### src/rtl/muldiv_pkg.sv
// Shared definitions for the HI/LO multiply/divide unit.
package muldiv_pkg;

  localparam int DATA_W = 32;
  localparam int CNT_W  = $clog2(DATA_W) + 1;

  typedef enum logic [1:0] {
    IDLE = 2'd0,
    RUN  = 2'd1,
    DONE = 2'd2,
    WAIT = 2'd3
  } state_t;

endpackage

### src/rtl/div_step.sv
// One restoring-division iteration: shift {R,Q} left, trial-subtract |B|, insert quotient bit.
module div_step
  import muldiv_pkg::*;
#(
  parameter int WIDTH = DATA_W
) (
  input  logic [WIDTH:0]   r,
  input  logic [WIDTH-1:0] q,
  input  logic [WIDTH-1:0] b,
  output logic [WIDTH:0]   r_next,
  output logic [WIDTH-1:0] q_next
);

  logic [WIDTH:0] r_shift;
  logic [WIDTH:0] b_ext;

  always_comb begin
    r_shift = {r[WIDTH-1:0], q[WIDTH-1]};
    b_ext   = {1'b0, b};
    r_next  = r_shift;
    q_next  = {q[WIDTH-2:0], 1'b0};
    // A set top bit means the shifted remainder already exceeds any divisor.
    if (r[WIDTH] || (r_shift >= b_ext)) begin
      r_next    = r_shift - b_ext;
      q_next[0] = 1'b1;
    end
  end

endmodule

### src/rtl/div.sv
// Sequential signed divider: magnitudes are divided one bit per clock, signs fixed up in DONE.
module div
  import muldiv_pkg::*;
#(
  parameter int WIDTH = DATA_W
) (
  input  logic             clock,
  input  logic             reset,
  input  logic [WIDTH-1:0] regA_out,
  input  logic [WIDTH-1:0] regB_out,
  input  logic             divControl,
  output logic             finalDiv,
  output logic             divZero,
  output logic [WIDTH-1:0] hi_entrance,
  output logic [WIDTH-1:0] lo_entrance
);

  localparam int CW = $clog2(WIDTH) + 1;
  localparam logic [CW-1:0] LAST_ITER = CW'(WIDTH - 1);

  state_t           state_reg;
  logic [CW-1:0]    cnt_reg;
  logic [WIDTH:0]   r_reg;
  logic [WIDTH-1:0] q_reg;
  logic [WIDTH-1:0] b_reg;
  logic             sa_reg;
  logic             sb_reg;

  logic [WIDTH:0]   r_next;
  logic [WIDTH-1:0] q_next;
  logic [WIDTH-1:0] a_mag;
  logic [WIDTH-1:0] b_mag;

  // The most negative value negates to itself, which is its correct unsigned magnitude.
  always_comb begin
    a_mag = regA_out[WIDTH-1] ? (WIDTH'(0) - regA_out) : regA_out;
    b_mag = regB_out[WIDTH-1] ? (WIDTH'(0) - regB_out) : regB_out;
  end

  div_step #(.WIDTH(WIDTH)) u_step (
    .r      (r_reg),
    .q      (q_reg),
    .b      (b_reg),
    .r_next (r_next),
    .q_next (q_next)
  );

  always_ff @(posedge clock or negedge reset) begin
    if (!reset) begin
      state_reg   <= IDLE;
      cnt_reg     <= '0;
      r_reg       <= '0;
      q_reg       <= '0;
      b_reg       <= '0;
      sa_reg      <= 1'b0;
      sb_reg      <= 1'b0;
      finalDiv    <= 1'b0;
      divZero     <= 1'b0;
      hi_entrance <= '0;
      lo_entrance <= '0;
    end else begin
      case (state_reg)
        IDLE: begin
          finalDiv <= 1'b0;
          if (divControl) begin
            sa_reg    <= regA_out[WIDTH-1];
            sb_reg    <= regB_out[WIDTH-1];
            b_reg     <= b_mag;
            q_reg     <= a_mag;
            r_reg     <= '0;
            cnt_reg   <= '0;
            divZero   <= 1'b0;
            state_reg <= (regB_out == '0) ? DONE : RUN;
          end
        end
        RUN: begin
          if (!divControl) begin
            state_reg <= IDLE;
          end else begin
            r_reg   <= r_next;
            q_reg   <= q_next;
            cnt_reg <= cnt_reg + 1'b1;
            if (cnt_reg == LAST_ITER) begin
              state_reg <= DONE;
            end
          end
        end
        DONE: begin
          finalDiv <= 1'b1;
          if (b_reg == '0) begin
            divZero <= 1'b1;
          end else begin
            lo_entrance <= (sa_reg ^ sb_reg) ? (WIDTH'(0) - q_reg) : q_reg;
            hi_entrance <= sa_reg ? (WIDTH'(0) - r_reg[WIDTH-1:0]) : r_reg[WIDTH-1:0];
          end
          state_reg <= WAIT;
        end
        WAIT: begin
          // Hold here until the control unit releases the request, so one request yields one result.
          finalDiv <= 1'b0;
          if (!divControl) begin
            state_reg <= IDLE;
          end
        end
        default: begin
          state_reg <= IDLE;
        end
      endcase
    end
  end

endmodule

### config.mk
export PLATFORM = sky130hd
export DESIGN_NAME = div
export DESIGN_NICKNAME = d
export VERILOG_FILES = /design/src/rtl/muldiv_pkg.sv /design/src/rtl/div_step.sv /design/src/rtl/div.sv
export SDC_FILE = /design/constraint.sdc
export NUM_CORES = 1
export LEC_CHECK = 0
export CORE_ASPECT_RATIO = 1.75
export CORE_MARGIN = 2
export CORE_UTILIZATION = 49
export DETAILED_ROUTE_END_ITERATION = 12
export PLACE_DENSITY = 0.7
export SYNTH_ARGS = -nofsm -noshare
export SYNTH_HDL_FRONTEND = slang
export SYNTH_SLANG_ARGS = --single-unit
### constraint.sdc
create_clock -name clock -period 4 [get_ports clock]
set_input_delay 0.8 -clock clock [delete_from_list [all_inputs] [get_ports clock]]
set_output_delay 0.8 -clock clock [all_outputs]
set_load 0.02 [all_outputs]
Word level (Yosys, flattened, before mapping)
Index checks and enable logic that the tools add are counted.

Register bits: 173. Bits in latches: 0. Bits in writable memories: 0. ROM bits: 0. Input bits: 67. Output and inout bits: 66. Logic and storage cells: 67. Memories kept: 0.

Add/subtract/negate cells: 6. Multipliers: 0. Divide/modulo/power cells: 0. $lt $le $gt $ge: 1. Equality and inequality tests: 9. Shift-type cells: 0. Mux-type cells: 25. Bitwise gates (word level): 2. Reduce and logical (&&, ||, !) cells: 13.

Operators by type and width (number): $mux 32 (6); $sub 1x32->32 const A (4); $mux 33 (3); $pmux 33 s2 (1); $logic_not 32->1 (2); $pmux 32 s2 (1); $ge 33x32->1 (1); $sub 33x32->33 (1); $mux 6 (2); $pmux 6 s2 (1); $mux 2 (5); $reduce_and 3->1 (3); $ne 2x2->1 const B (4); $pmux 2 s4 (1); $add 6x1->6 const B (1); $eq 6x5->1 const B (1); $reduce_bool 2->1 (3); $eq 2x2->1 const B (2); $pmux 1 s2 (2); $reduce_and 2->1 (2); $mux 1 (3); $ne 3x3->1 const B (1); $eq 2x1->1 const B (1); $logic_not 2->1 (1); other kinds (4) (4).

Longest topological paths before layout
Word-level depth: 5. Mapped depth: 12. Gate-level depth less buffers: 12.

By module
Synthesis repeated with hierarchy kept, for this count alone.

Cell total of the unflattened synthesis: 1391. Area, all modules: 11937.7 sq um.

By module, submodules not included: div (instances 1, cells an instance 1018, area each 9442.8 sq um, seq. area each 4329.2 sq um); div_step (instances 1, cells an instance 373, area each 2494.9 sq um, seq. area each 0.0 sq um).

Worst setup path after synthesis
OpenSTA, ideal clock, no wires.

Path type: in2reg. Start: input regB_out[8]. End: register b_reg[27]. Setup time: 131 ps. Arrival: 3032 ps. Required time: 3869 ps. Setup slack: 837 ps. Stages on the path: 8. Buffers on the path: 0. Cell sequence: or4_4 -> nor4_4 -> or4b_4 -> or2_4 -> or3_4 -> o31ai_2 -> xor2_1 -> o21ai_1.

Word-level cells in the longest chain between the ends: 2.

Ends and longest elaborated chain: start, declared (RTL line div.sv:10) `input logic [WIDTH-1:0] regB_out,`; $sub 1x32->32 (RTL line div.sv:37) `b_mag = regB_out[WIDTH-1] ? (WIDTH'(0) - regB_out) : regB_out;`; $mux 32 (RTL line div.sv:37); end signal, assigned (RTL line div.sv:68) `b_reg <= b_mag;`; end, declared (RTL line div.sv:25) `logic [WIDTH-1:0] b_reg;`.

Every way passes these cells. A chain may end at the register's enable or synchronous reset.

Worst setup path after layout
Start: register b_reg[6]. End: register r_reg[30].

Word-level cells in the longest chain between the ends: 5.

Ends and longest elaborated chain: $ge 33x32->1 (RTL line div_step.sv:23) `if (r[WIDTH] || (r_shift >= b_ext)) begin`; $logic_or 1x1->1 (RTL line div_step.sv:23); $mux 33 * (RTL line div_step.sv:23); $mux 33 * (RTL line div.sv:77) `if (!divControl) begin`; $pmux 33 s2 * (RTL line div.sv:62) `case (state_reg)`; end signal, assigned (RTL line div.sv:80) `r_reg <= r_next;`; end, declared (RTL line div.sv:23) `logic [WIDTH:0] r_reg;`.

Mark *: on every way between the ends. The rest lies on a longest branch, timed or not. The select of a mux whose other input is x is not followed.

==> metrics.md <==
| Metric | Value |
|---|---|
| GR Layer Usage met3 | `4.386%` |
| Post-Synth Simple-Gate Area | `between 15 and 20%` |
| Post-CTS setup buffers | `0` |
| Final nets | `roughly 1.6k` |
| Vias per inst | `a little under 6` |
| Slew @ Worst Pin | `roughly 1.1 ns` |
| CP peak stage delay | `between 0.6 and 0.7 ns` |
| H-tree levels | `4` |
| Initial antenna violation count | `0` |
| Yosys warning count | `0` |
| First-pass GRT wire length | `around 57 mm` |
| Worst Setup SP | `b_reg[6]` |
| Largest net degree at the start of global routing | `90` |
| Die Area | `25,130 um2` |
| Slew Limit Fails | `0` |
| # setup viols final | `0` |
| Leakage | `about 6.0 nW` |
| CTS sink count | `173` |
| Xor-xnor portion of the synthesized cell area | `11.02%` |
| Async SR Flop Fraction | `between 90% and 100%` |
| Gpl congestion | `0.9130` |
| Antenna diodes | `0` |
| Most numerous cell in the Yosys netlist | `nand2_1` |
| Post-synthesis mux area share | `0.8035%` |
| Final Cycle Share | `between 90% and 100%` |
| Post-Route WL | `approximately 36 mm` |
| Seq/Total Area, Yosys | `a little under two fifths` |
| Crit start category | `flip-flop` |
| Detailed placement HPWL | `~28 mm` |
| 1st-pass router iterations | `5` |
| Post-synth top flop | `dfrtp_1` |
| Top cells by count, synth | `nand2_1 (194), dfrtp_1 (173), o21ai_0 (169), xor2_1 (91), nor2_1 (88)` |
| Hold Vio Cnt, Final | `0` |
| Layout cells sized above 1 | `slightly below 7%` |
| Vias in the first global route | `approximately 11k` |
| Power, Total | `approximately 13 mW` |
| Skew-Pair Late Insertion Delay | `approximately 0.45 ns` |
| Drt drc | `0` |
| Critical Path AT | `between 3 and 4 ns` |
| Main combinational cell family by area after synthesis | `compound AO/OA/AOI/OAI gates` |
| Setup TNS Final | `0 ns` |
| Cts repair resizes | `0` |
| Syn Std Cell Area | `11,680 um2` |
| # hold bufs at CTS | `0` |
| Final cell count without fillers | `1,841` |
| EDFF count, synth | `0` |
| Die width | `approximately 120 um` |
| Max reg flops | `33` |
| Initial Util | `49.86%` |
| Port bufs | `132` |
| WL/cell | `19.52 um` |
| Root buf cell | `clkbuf_16` |
| Fin crit period | `approximately 3.6 ns` |
| Headroom to the max-slew limit | `~29%` |
| PwrDens | `between 900 and 1000 nW/um2` |
| Area share of fa/ha/maj cells after synthesis | `between 4 and 5%` |
| Worst EP required | `4.31 ns` |
| Mean Syn Cell Area | `8.277 um2` |
| Num CTS Buffers | `17` |
| Synth Register Bits | `between 150 and 200` |
| Min-Delay Path Class | `in2async` |
| Bufs on Longest Clock Path | `2` |
| Netlist cell types | `70` |
| CP bufs+invs | `2` |
| Post-synthesis cell count | `1,411` |
| Reg2reg end | `r_reg[30]` |
| Fmax | `0.2765 GHz` |
| Reg2Reg Setup Slack | `about 0.38 ns` |
| GR Util met2 | `between 50% and 60%` |
| R2r startpoint | `b_reg[6]` |
| Crit-path leading delay family | `compound AO/OA/AOI/OAI gates` |
| DRT iter0 DRCs | `about 740` |
| Die height | `between 200 and 250 um` |
| CTS clk-pin slew, worst paths | `roughly 0.070 ns` |
| Clk_skew | `0.009723 ns` |
| RSZ-0062 raised after global routing | `false` |
| Critical Path Slowest Stage Cell | `or4b_1` |
| Grt total ovfl | `0` |
| Maximum vdd drop | `approximately 0.00038 V` |
| Crit-path cells | `inv_1 > ha_1 > a211o_1 > o211ai_1 > a21oi_1 > or4b_1 > and3_1 > o2111a_2 > o21ai_1 > buf_4 > o221ai_1` |
| Critical setup path kind | `reg2reg` |
| Antenna Violating Nets Remaining | `0` |
| R2R depth | `11` |
| TritonCTS clock tree | `built` |
| Post-synth top area share | `between 30 and 40%` |
| Layout area overhead | `21.24%` |
| # fillers | `between 2k and 2.5k` |
| Placed Cells incl. Taps | `1,809` |
| Io pins | `around 130` |
| Compound-Gate Fraction of Synth Area | `around 22%` |
| Number of max-cap violations | `0` |
| Peak fanout along the critical path | `9` |
| Gr usage total | `between 20 and 30%` |
| Synth area leaders | `dfrtp_1 (37%), o21ai_0 (7.2%), xor2_1 (6.8%)` |
| Outcome | `complete, no violations` |
| Critical Path End Type | `flip-flop` |
| Std cell rows | `74` |
| Vias | `between 10k and 15k` |
| Post-synth top area cell | `dfrtp_1` |
| Core Region | `between 20,000 and 25,000 um2` |
| Syn Nets | `about 1.5k` |
| Grt peak-use layer | `met2` |
| Met1 Track Usage GR | `about 29%` |
[layout make-up]
class,count,area (um2),area share (%)
clock buffer,17,425.4,3.004
clock inverter,15,255.2,1.803
inverter,56,210.2,1.484
multi-input combinational,1095,6832,48.25
sequential,173,4329,30.57
tap,304,380.4,2.686
timing repair buffer,181,1728,12.20
[worst max-delay path by stage]
| stage | to | cells after the start |
|---|---|---|
| finish | r_reg[30] | 11 |
| global route | r_reg[20] | 12 |
| CTS | r_reg[30] | 11 |
| detailed placement | q_reg[29] | 10 |
| global placement | q_reg[29] | 10 |
| floorplan | b_reg[27] | 8 |
[report_power, final]
part / internal, mW / switching [mW] / total [mW] / leakage, nW
clock network: 1.18 / 0.746 / 1.93 / 0.327
logic: 3.10 / 4.49 / 7.58 / 3.46
registers: 2.52 / 0.805 / 3.33 / 2.18
total: 6.80 / 6.04 / 12.8 / 5.97
[kinds of logic after synthesis]
group,count (synthesis)
buf+inv,143
flops,173
compound gates,418
fa+ha+maj,43
xor+xnor,147
mux,9
simple gates,478
[stage by stage]
stage,hold WS [ns],area [um2],setup WS (ns),util (%)
6_report,0.3910,14160,0.3834,60.45
5_1_grt,0.4428,14160,0.2446,60.45
4_1_cts,0.4095,14160,0.4340,60.45
3_5_place_dp,0.4695,13480,0.09764,57.54
3_3_place_gp,0.4600,13480,0.1249,57.54
2_1_floorplan,0.4508,11680,0.8366,-
[layout by cell type (no fill, tap or decap), drive strengths merged, types with 7 or more instances in the layout]
cell type / netlist / final
nand2: 194 / 194
o21ai: 177 / 177
dfrtp: 173 / 173
clkdlybuf4s50: 0 / 131
xor2: 91 / 91
nor2: 89 / 89
a21oi: 73 / 73
inv: 55 / 61
xnor2: 56 / 56
buf: 16 / 50
ha: 42 / 42
nor3: 30 / 30
o31ai: 29 / 29
nor4: 27 / 27
nand4: 26 / 26
nand3: 22 / 22
o211ai: 20 / 20
o41ai: 19 / 19
o22ai: 18 / 18
a31oi: 18 / 18
clkbuf: 71 / 17
or3: 14 / 14
or4: 12 / 12
and2: 11 / 11
nand2b: 11 / 11
o311ai: 10 / 10
and3: 9 / 9
nand3b: 8 / 8
a21o: 7 / 7
nor2b: 7 / 7
[metal layers]
metal  up-vias  wire [um]
met3        71       1316
met4         0       1262
met5         -          0
met2       338      20570
li1       5292          -
met1      5199      12780
No activity file was read; power rests on OpenSTA's default activity.
